## config.mk

```make
export PLATFORM = sky130hd
export DESIGN_NAME = jesd_tx_octet_mux
export DESIGN_NICKNAME = d
export VERILOG_FILES = /design/src/rtl/jesd_tx_octet_mux.sv
export SDC_FILE = /design/constraint.sdc
export NUM_CORES = 1
export LEC_CHECK = 0
export ABC_AREA = 1
export BUFFER_PORTS_ARGS = -buffer_cell sky130_fd_sc_hd__buf_2
export CELL_PAD_IN_SITES_DETAIL_PLACEMENT = 1
export CELL_PAD_IN_SITES_GLOBAL_PLACEMENT = 1
export CORE_MARGIN = 2
export CORE_UTILIZATION = 30
export CTS_CLUSTER_DIAMETER = 120
export DETAILED_ROUTE_END_ITERATION = 10
export GPL_TIMING_DRIVEN = 1
export PLACE_DENSITY = 0.68
export REMOVE_ABC_BUFFERS = 1
export SYNTH_ARGS = -nofsm -noshare
export SYNTH_HDL_FRONTEND = slang
export SYNTH_SLANG_ARGS = --single-unit
export TNS_END_PERCENT = 50
```

## constraint.sdc

```tcl
create_clock -name clk -period 2.83 [get_ports clk]
set_input_delay 0.566 -clock clk [delete_from_list [all_inputs] [get_ports clk]]
set_output_delay 0.566 -clock clk [all_outputs]
set_load 0.005 [all_outputs]
```

## src/rtl/jesd_tx_octet_mux.sv

```systemverilog
// Lane TX octet generator: CGS commas, ILA with config/FCHK, or user data with /A/ /F/ substitution.
// One-cycle registered latency; no backpressure, user data is consumed every DATA cycle (user_rdy).
module jesd_tx_octet_mux #(
  parameter int K = 32
) (
  input  logic         clk,
  input  logic         rst_n,
  input  logic [2:0]   data_ctrl,
  input  logic [3:0]   ila_mf,
  input  logic [103:0] cfg_octets,
  input  logic [31:0]  tx_user_data,
  output logic         user_rdy,
  output logic [31:0]  tx_data,
  output logic [3:0]   tx_k,
  output logic         lmfc_end
);

  localparam int            FW   = $clog2(K);
  localparam logic [FW-1:0] LAST = FW'(K - 1);

  logic [FW-1:0] fcnt_q, fcnt_d;
  logic [31:0]   tx_data_q, tx_data_d;
  logic [3:0]    tx_k_q, tx_k_d;
  logic          lmfc_end_q, lmfc_end_d;
  logic          user_rdy_q, user_rdy_d;
  logic [7:0]    prev_last_q, prev_last_d;
  logic          prev_vld_q, prev_vld_d;
  logic          prev_rep_q, prev_rep_d;

  logic [7:0]    fchk;
  logic [7:0]    cfg_arr [16];
  logic [31:0]   ila_dat;
  logic [3:0]    ila_k;
  logic [7:0]    fcnt_x4;
  logic [3:0]    pos;
  logic          mf2;
  logic [7:0]    oct3;
  logic          match, rep_a, rep_f;

  // Config stream as seen on the wire: octets 0..12 then FCHK as octet 13.
  always_comb begin
    fchk = '0;
    for (int n = 0; n < 13; n++) begin
      cfg_arr[n] = cfg_octets[8*n +: 8];
      fchk       = fchk + cfg_octets[8*n +: 8];
    end
    cfg_arr[13] = fchk;
    cfg_arr[14] = '0;
    cfg_arr[15] = '0;
  end

  always_comb begin
    ila_dat = '0;
    ila_k   = '0;
    pos     = '0;
    fcnt_x4 = 8'({fcnt_q, 2'b00});
    mf2     = (ila_mf == 4'b0010);
    for (int i = 0; i < 4; i++) begin
      pos                = {fcnt_q[1:0], 2'(i)};
      ila_dat[8*i +: 8]  = fcnt_x4 + 8'(i);
      if (mf2 && (fcnt_q < FW'(4)) && (pos >= 4'd2))
        ila_dat[8*i +: 8] = cfg_arr[pos - 4'd2];
    end
    if (fcnt_q == '0) begin
      ila_dat[7:0] = 8'h1C;
      ila_k[0]     = 1'b1;
      if (mf2) begin
        ila_dat[15:8] = 8'h9C;
        ila_k[1]      = 1'b1;
      end
    end
    if (fcnt_q == LAST) begin
      ila_dat[31:24] = 8'h7C;
      ila_k[3]       = 1'b1;
    end
  end

  // /F/ is suppressed right after a replaced frame; /A/ at the multiframe end is not.
  always_comb begin
    oct3  = tx_user_data[31:24];
    match = prev_vld_q && (oct3 == prev_last_q);
    rep_a = match && (fcnt_q == LAST);
    rep_f = match && (fcnt_q != LAST) && !prev_rep_q;
  end

  always_comb begin
    fcnt_d      = (fcnt_q == LAST) ? '0 : fcnt_q + 1'b1;
    lmfc_end_d  = (fcnt_q == LAST);
    tx_data_d   = 32'hBCBCBCBC;
    tx_k_d      = 4'hF;
    user_rdy_d  = 1'b0;
    prev_last_d = prev_last_q;
    prev_vld_d  = 1'b0;
    prev_rep_d  = 1'b0;
    case (data_ctrl)
      3'b010: begin
        tx_data_d = ila_dat;
        tx_k_d    = ila_k;
      end
      3'b100: begin
        tx_data_d   = tx_user_data;
        tx_k_d      = 4'h0;
        user_rdy_d  = 1'b1;
        prev_last_d = oct3;
        prev_vld_d  = 1'b1;
        prev_rep_d  = rep_a || rep_f;
        if (rep_a) begin
          tx_data_d[31:24] = 8'h7C;
          tx_k_d[3]        = 1'b1;
        end else if (rep_f) begin
          tx_data_d[31:24] = 8'hFC;
          tx_k_d[3]        = 1'b1;
        end
      end
      default: ;
    endcase
  end

  always_ff @(posedge clk or negedge rst_n) begin
    if (!rst_n) begin
      fcnt_q      <= '0;
      tx_data_q   <= 32'hBCBCBCBC;
      tx_k_q      <= 4'hF;
      lmfc_end_q  <= 1'b0;
      user_rdy_q  <= 1'b0;
      prev_last_q <= '0;
      prev_vld_q  <= 1'b0;
      prev_rep_q  <= 1'b0;
    end else begin
      fcnt_q      <= fcnt_d;
      tx_data_q   <= tx_data_d;
      tx_k_q      <= tx_k_d;
      lmfc_end_q  <= lmfc_end_d;
      user_rdy_q  <= user_rdy_d;
      prev_last_q <= prev_last_d;
      prev_vld_q  <= prev_vld_d;
      prev_rep_q  <= prev_rep_d;
    end
  end

  assign tx_data  = tx_data_q;
  assign tx_k     = tx_k_q;
  assign lmfc_end = lmfc_end_q;
  assign user_rdy = user_rdy_q;

endmodule

```

# == Word-level counts from Yosys, hierarchy flattened ==
# Cells that the tools add are included.
# totals
in_bits,145
out_inout_bits,38
register_bits,52
# op_classes
mux,31
eq_ne,6
n_bitwise,4
reduce_logical,12
order_cmp,9
addsub,20
# op_table
op,n
$bmux W8 S4,4
$mux W8,16
$add A8 B8 Y8,12
$pmux W32 S2,1
$ge A5 B5 Y1 const B,4
$not A4 Y5,4
$add A7 B2 Y8 const B,2
$ge A4 B2 Y1 const B,4
$mux W16,1
$sub A4 B2 Y4 const B,4
$logic_and A1 B1 Y1,9
$add A7 B1 Y8 const B,1
$eq A8 B8 Y1,1
$pmux W4 S2,1
$mux W1,6
$add A5 B1 Y5 const B,1
$eq A5 B5 Y1 const B,1
$logic_not A5 Y1,1
$lt A5 B3 Y1 const B,1
$mux W5,1
$ne A5 B5 Y1 const B,1
$eq A4 B2 Y1 const B,1
$eq A3 B2 Y1 const B,1
$eq A3 B3 Y1 const B,1
other kinds (3),3

# == Depth between registers and ports, before layout ==
# logic_depth
depth_word,19
mapped_depth,24
mapped_depth_nobuf,24

# == Least setup slack after synthesis ==
# Ideal clock, no wire load.
# synth_timing
path_type,input-to-reg
start,input cfg_octets[50]
end,register tx_data_q[30] (netlist: tx_data[30])
n_path_buf,0
path_stages,21
slack_ps,-1793
setup_time_ps,127
t_arrival_ps,4495
cell_sequence,fa_1 -> inv_1 -> fa_1 -> inv_1 -> fa_1 -> fa_1 -> inv_1 -> fa_1 -> inv_1 -> ha_1 -> fa_1 -> nand2_1 -> nand2_1 -> a21oi_1 -> nor2_1 -> nor2_1 -> o22ai_1 -> nand2_1 -> nand3_1 -> nand2_1 -> nand3_1
# synth_between
elab_chain_len,13
# synth_rtl
item,line_no,rtl
"start, declared",10,"input logic [103:0] cfg_octets,"
$add A8 B8 Y8 (7 in series),45,fchk = fchk + cfg_octets[8*n +: 8];
$bmux W8 S4,62,ila_dat[8*i +: 8] = cfg_arr[pos - 4'd2];
$mux W8 (implied by the code) (2 in series),62,
$mux W8,61,if (mf2 && (fcnt_q < FW'(4)) && (pos >= 4'd2))
$mux W8,72,if (fcnt_q == LAST) begin
$pmux W32 S2,95,case (data_ctrl)
named net tx_data_d[30],22,"logic [31:0] tx_data_q, tx_data_d;"
"end signal, assigned",131,tx_data_q <= tx_data_d;
"end, declared",22,
# The timed path passes the listed nets, and every way through them passes these cells. The select of a mux whose other input is x is not followed.
# A chain may end at the register's enable or synchronous reset.

# == Worst setup path in the final report ==
# layout_timing
start,input cfg_octets[21]
end,register tx_data_q[5] (netlist: tx_data[5])
# layout_between
elab_chain_len,17
# layout_rtl
item,line_no,rtl
$add A8 B8 Y8 (11 in series),45,
$bmux W8 S4 *,62,
$mux W8 (implied by the code) * (2 in series),62,
$mux W8 *,61,
$mux W16 *,64,if (fcnt_q == '0) begin
$pmux W32 S2 *,95,
named net tx_data_d[5],22,
# Mark *: on every way through the listed nets, which the timed path passes. The rest lies on a longest branch. The select of a mux whose other input is x is not followed.

==> flow_summary.toml <==
[run_status]
status = "finished with violations"
violations = "setup timing"

[global_routing]
antenna_found_initial = 2
grt_pass1_wl_mm = 35.7
grt_pass1_vias = 6512
grt_overflow = 0
grt_max_degree = 53
track_usage = 0.238

[place]
placed_cell_area_um2 = 7280
io_buffers = 182
hpwl_mm = 18.0
pre_cts_ws_ns = -2.19
place_congestion = 0.851

[setup_path]
slowest_stage = "o21ai_1"
reg2reg_slack_ns = 0.32
critical_path.endpoint = "tx_data[5]"
critPathKind = "input pin to register"
rr_worst_depth = 8
r2r_start = "fcnt_q[0]"
cp.required_ns = 3.06
cp.depth = 36
slowest_delay_ns = 0.18
path_max_fanout = 2
crit_path_start = "cfg_octets[21]"
arrival_ns = 4.97
cp_top_family = "buffers and inverters"
startpoint_type = "input pin"
timing.rr.end = "tx_data[4]"
cp-end-kind = "register"
cpMostUsedCell = "buf_4"
critPathBufInv = 31

[sta]
whs_ns = 0.379
period_needed_ns = 4.74
max_freq_ghz = 0.211
fin_worst_skew_ns = 0.00478
setup_tns_ns = -11.65
tightest_slew_ns = 0.975
setup_viol = 8
finalHoldViolCount = 0
relSlewSlack = 0.347
slew_violations = 0
rsz0062_at_grt = "yes"
fin_crit_sh = 1.67
finalWorstSetupSlack_ns = -1.91

[yosys]
yosysMostFrequentCell = "inv_1"
synthArstFlopShare = 1.00
synth_area_um2 = 5580
yosys_warnings = 0
synthSimpleGateAreaFrac = 0.162
ys_seq_elements = 52
synth_compound_area_frac = 0.159
synth_top_cells_by_area = "fa_1 25%, dfrtp_1 13%, dfstp_2 11%, inv_1 11%, nand2_1 8.3%"
synth_common_cells = "162 x inv_1, 123 x nand2_1, 69 x fa_1, 67 x o21ai_0, 51 x a21oi_1"
ys.flop_type = "dfrtp_1"
synth_largest_area_cell = "fa_1"
muxShareOfSynthArea = 0
synthCells = 708
synth_edf_count = 0
synth_top_family_by_area = "adder cells"
synth_top_area_frac = 0.248
synth_fa_ha_area_frac = 0.281
syn_avg_cell_area_um2 = 7.88
ys_types = 45
ys_seq_area_frac = 0.239
synthXorXnorAreaFrac = 0.0251

[die]
die_area_um2 = 19700
io_pins = 183
die_height_um = 140
num_rows = 49
core_region_area_um2 = 18100
die_w_um = 140
start_util = 0.309

[routing]
finalWirelength_mm = 23.2
vias = 5863
drc = 0
ant_nets = 0
drt_pass1_iterations = 5
avgViaCountPerCell = 4.84
route.detailed.wl_per_inst_um = 19.1
drtIter0Drc = 236

[clock_tree]
cts_buffer_depth = 2
cts_tree = "done"
cts.clk_slew.worst_paths_ns = 0.06
ctsHtreeMaxLevel = 2
clock_latency_ns = 0.30
cts.sinks = 52
root_buffer = "clkbuf_16"
cts_buffers = 5

[finish]
final_core_util = 0.433
design_area_um2 = 7830
fillers = 2262
layout-drive-gt1-share = 0.390
syn_to_final_growth_pct = 40.4
n_antenna_cell = 0
nets = 1211

[power]
power.density_nw_per_um2 = 813
internal-power_w = 0.00352
peakVddDrop_uv = 891
clockPowerShare = 0.099
seqPwrFrac = 0.130
comb_power_share = 0.770
p_leak_nw = 4.18
switching_share = 0.447
netSwitchingPower_w = 0.00284

[flow_run]
maxCapViolations = 0

[min_path]
hold_class = "input pin to async pin"
[logic make-up after synthesis]
| family | Yosys count |
|---|---|
| flops | 52 |
| fa+ha+maj | 84 |
| compound gates | 155 |
| buf+inv | 193 |
| simple gates | 208 |
| xor+xnor | 16 |
[metrics by stage]
stage | std cells | power [W]
floorplan | 681 | 0.00327
global placement | 1175 | 0.00464
detailed placement | 1175 | 0.00476
CTS | 1212 | 0.00610
global route | 1212 | 0.00708
finish | 1212 | 0.00637
[cells in the final DEF, fill, tap and decap left out, types with 7 or more instances in the layout]
cell and count:
nand2_2 7, xor2_1 7, a21oi_1 48, inv_1 140, buf_2 171, dfrtp_1 28
nand2_1 116, dfstp_2 24, fa_1 66, xnor2_1 9, buf_4 112, o21ai_0 62
nor2_1 37, buf_6 7, ha_1 12, inv_2 23, nand3_1 25, o22ai_1 7
[routing by layer]
metal  routed length (um)  GRT usage  vias to the layer above
met5                   22          0                        -
met4                  829     0.0835                        4
met3                 1370     0.0373                       48
met2                11400      0.417                      212
met1                 9500      0.298                     2844
li1                     -          -                     2755
[power groups by stage]
stage,registers (W),logic (W),clock network [W]
after floorplan,0.000844,0.00243,0
after global placement,0.000842,0.00380,0
after detailed placement,0.000843,0.00392,0
after CTS,0.000831,0.00463,0.000647
after global routing,0.000836,0.00557,0.000675
final,0.000830,0.00491,0.000632
[worst register-to-register path, delay by kind of cell (launching register included)]
kind	cells	cell delay, ns
flip-flops	1	0.35
adder cells (fa/ha/maj)	1	0.31
AO/OA/AOI/OAI	4	0.79
buffers and inverters	2	0.26
AND/OR/NAND/NOR	1	0.76
[flip-flops by register name, indices dropped and copies added, names as in the netlist]
signal / count
tx_data: 32
prev_last_q: 8
fcnt_q: 5
prev_vld_q: 1
prev_rep_q: 1
tx_k: 4
lmfc_end: 1
[worst min-delay path by stage]
stage	start	endpoint	slack [ns]
final	rst_n	prev_last_q[0]	0.38
after global placement	prev_last_q[4]	prev_last_q[4]	0.48
after CTS	rst_n	prev_last_q[0]	0.41
after detailed placement	prev_last_q[4]	prev_last_q[4]	0.48
after floorplan	rst_n	fcnt_q[0]	0.27
after global routing	rst_n	prev_last_q[3]	0.44
[timing repair]
action | CTS | global route
endpoints found under the setup margin | 7 | 8
buffers inserted | 29 | 0
resized for setup | 34 | 37
hold buffers | 0 | 0
pin swaps | 32 | 34
[layout make-up]
type	count	area, um^2	area share
Clock buffer	8	146	0.0187
Inverter	166	631	0.0805
Multi-Input combinational cell	463	3600	0.460
Sequential cell	52	1330	0.170
Tap cell	229	287	0.0366
Timing Repair Buffer	294	1840	0.234
Power figures use the tool's default switching activity.
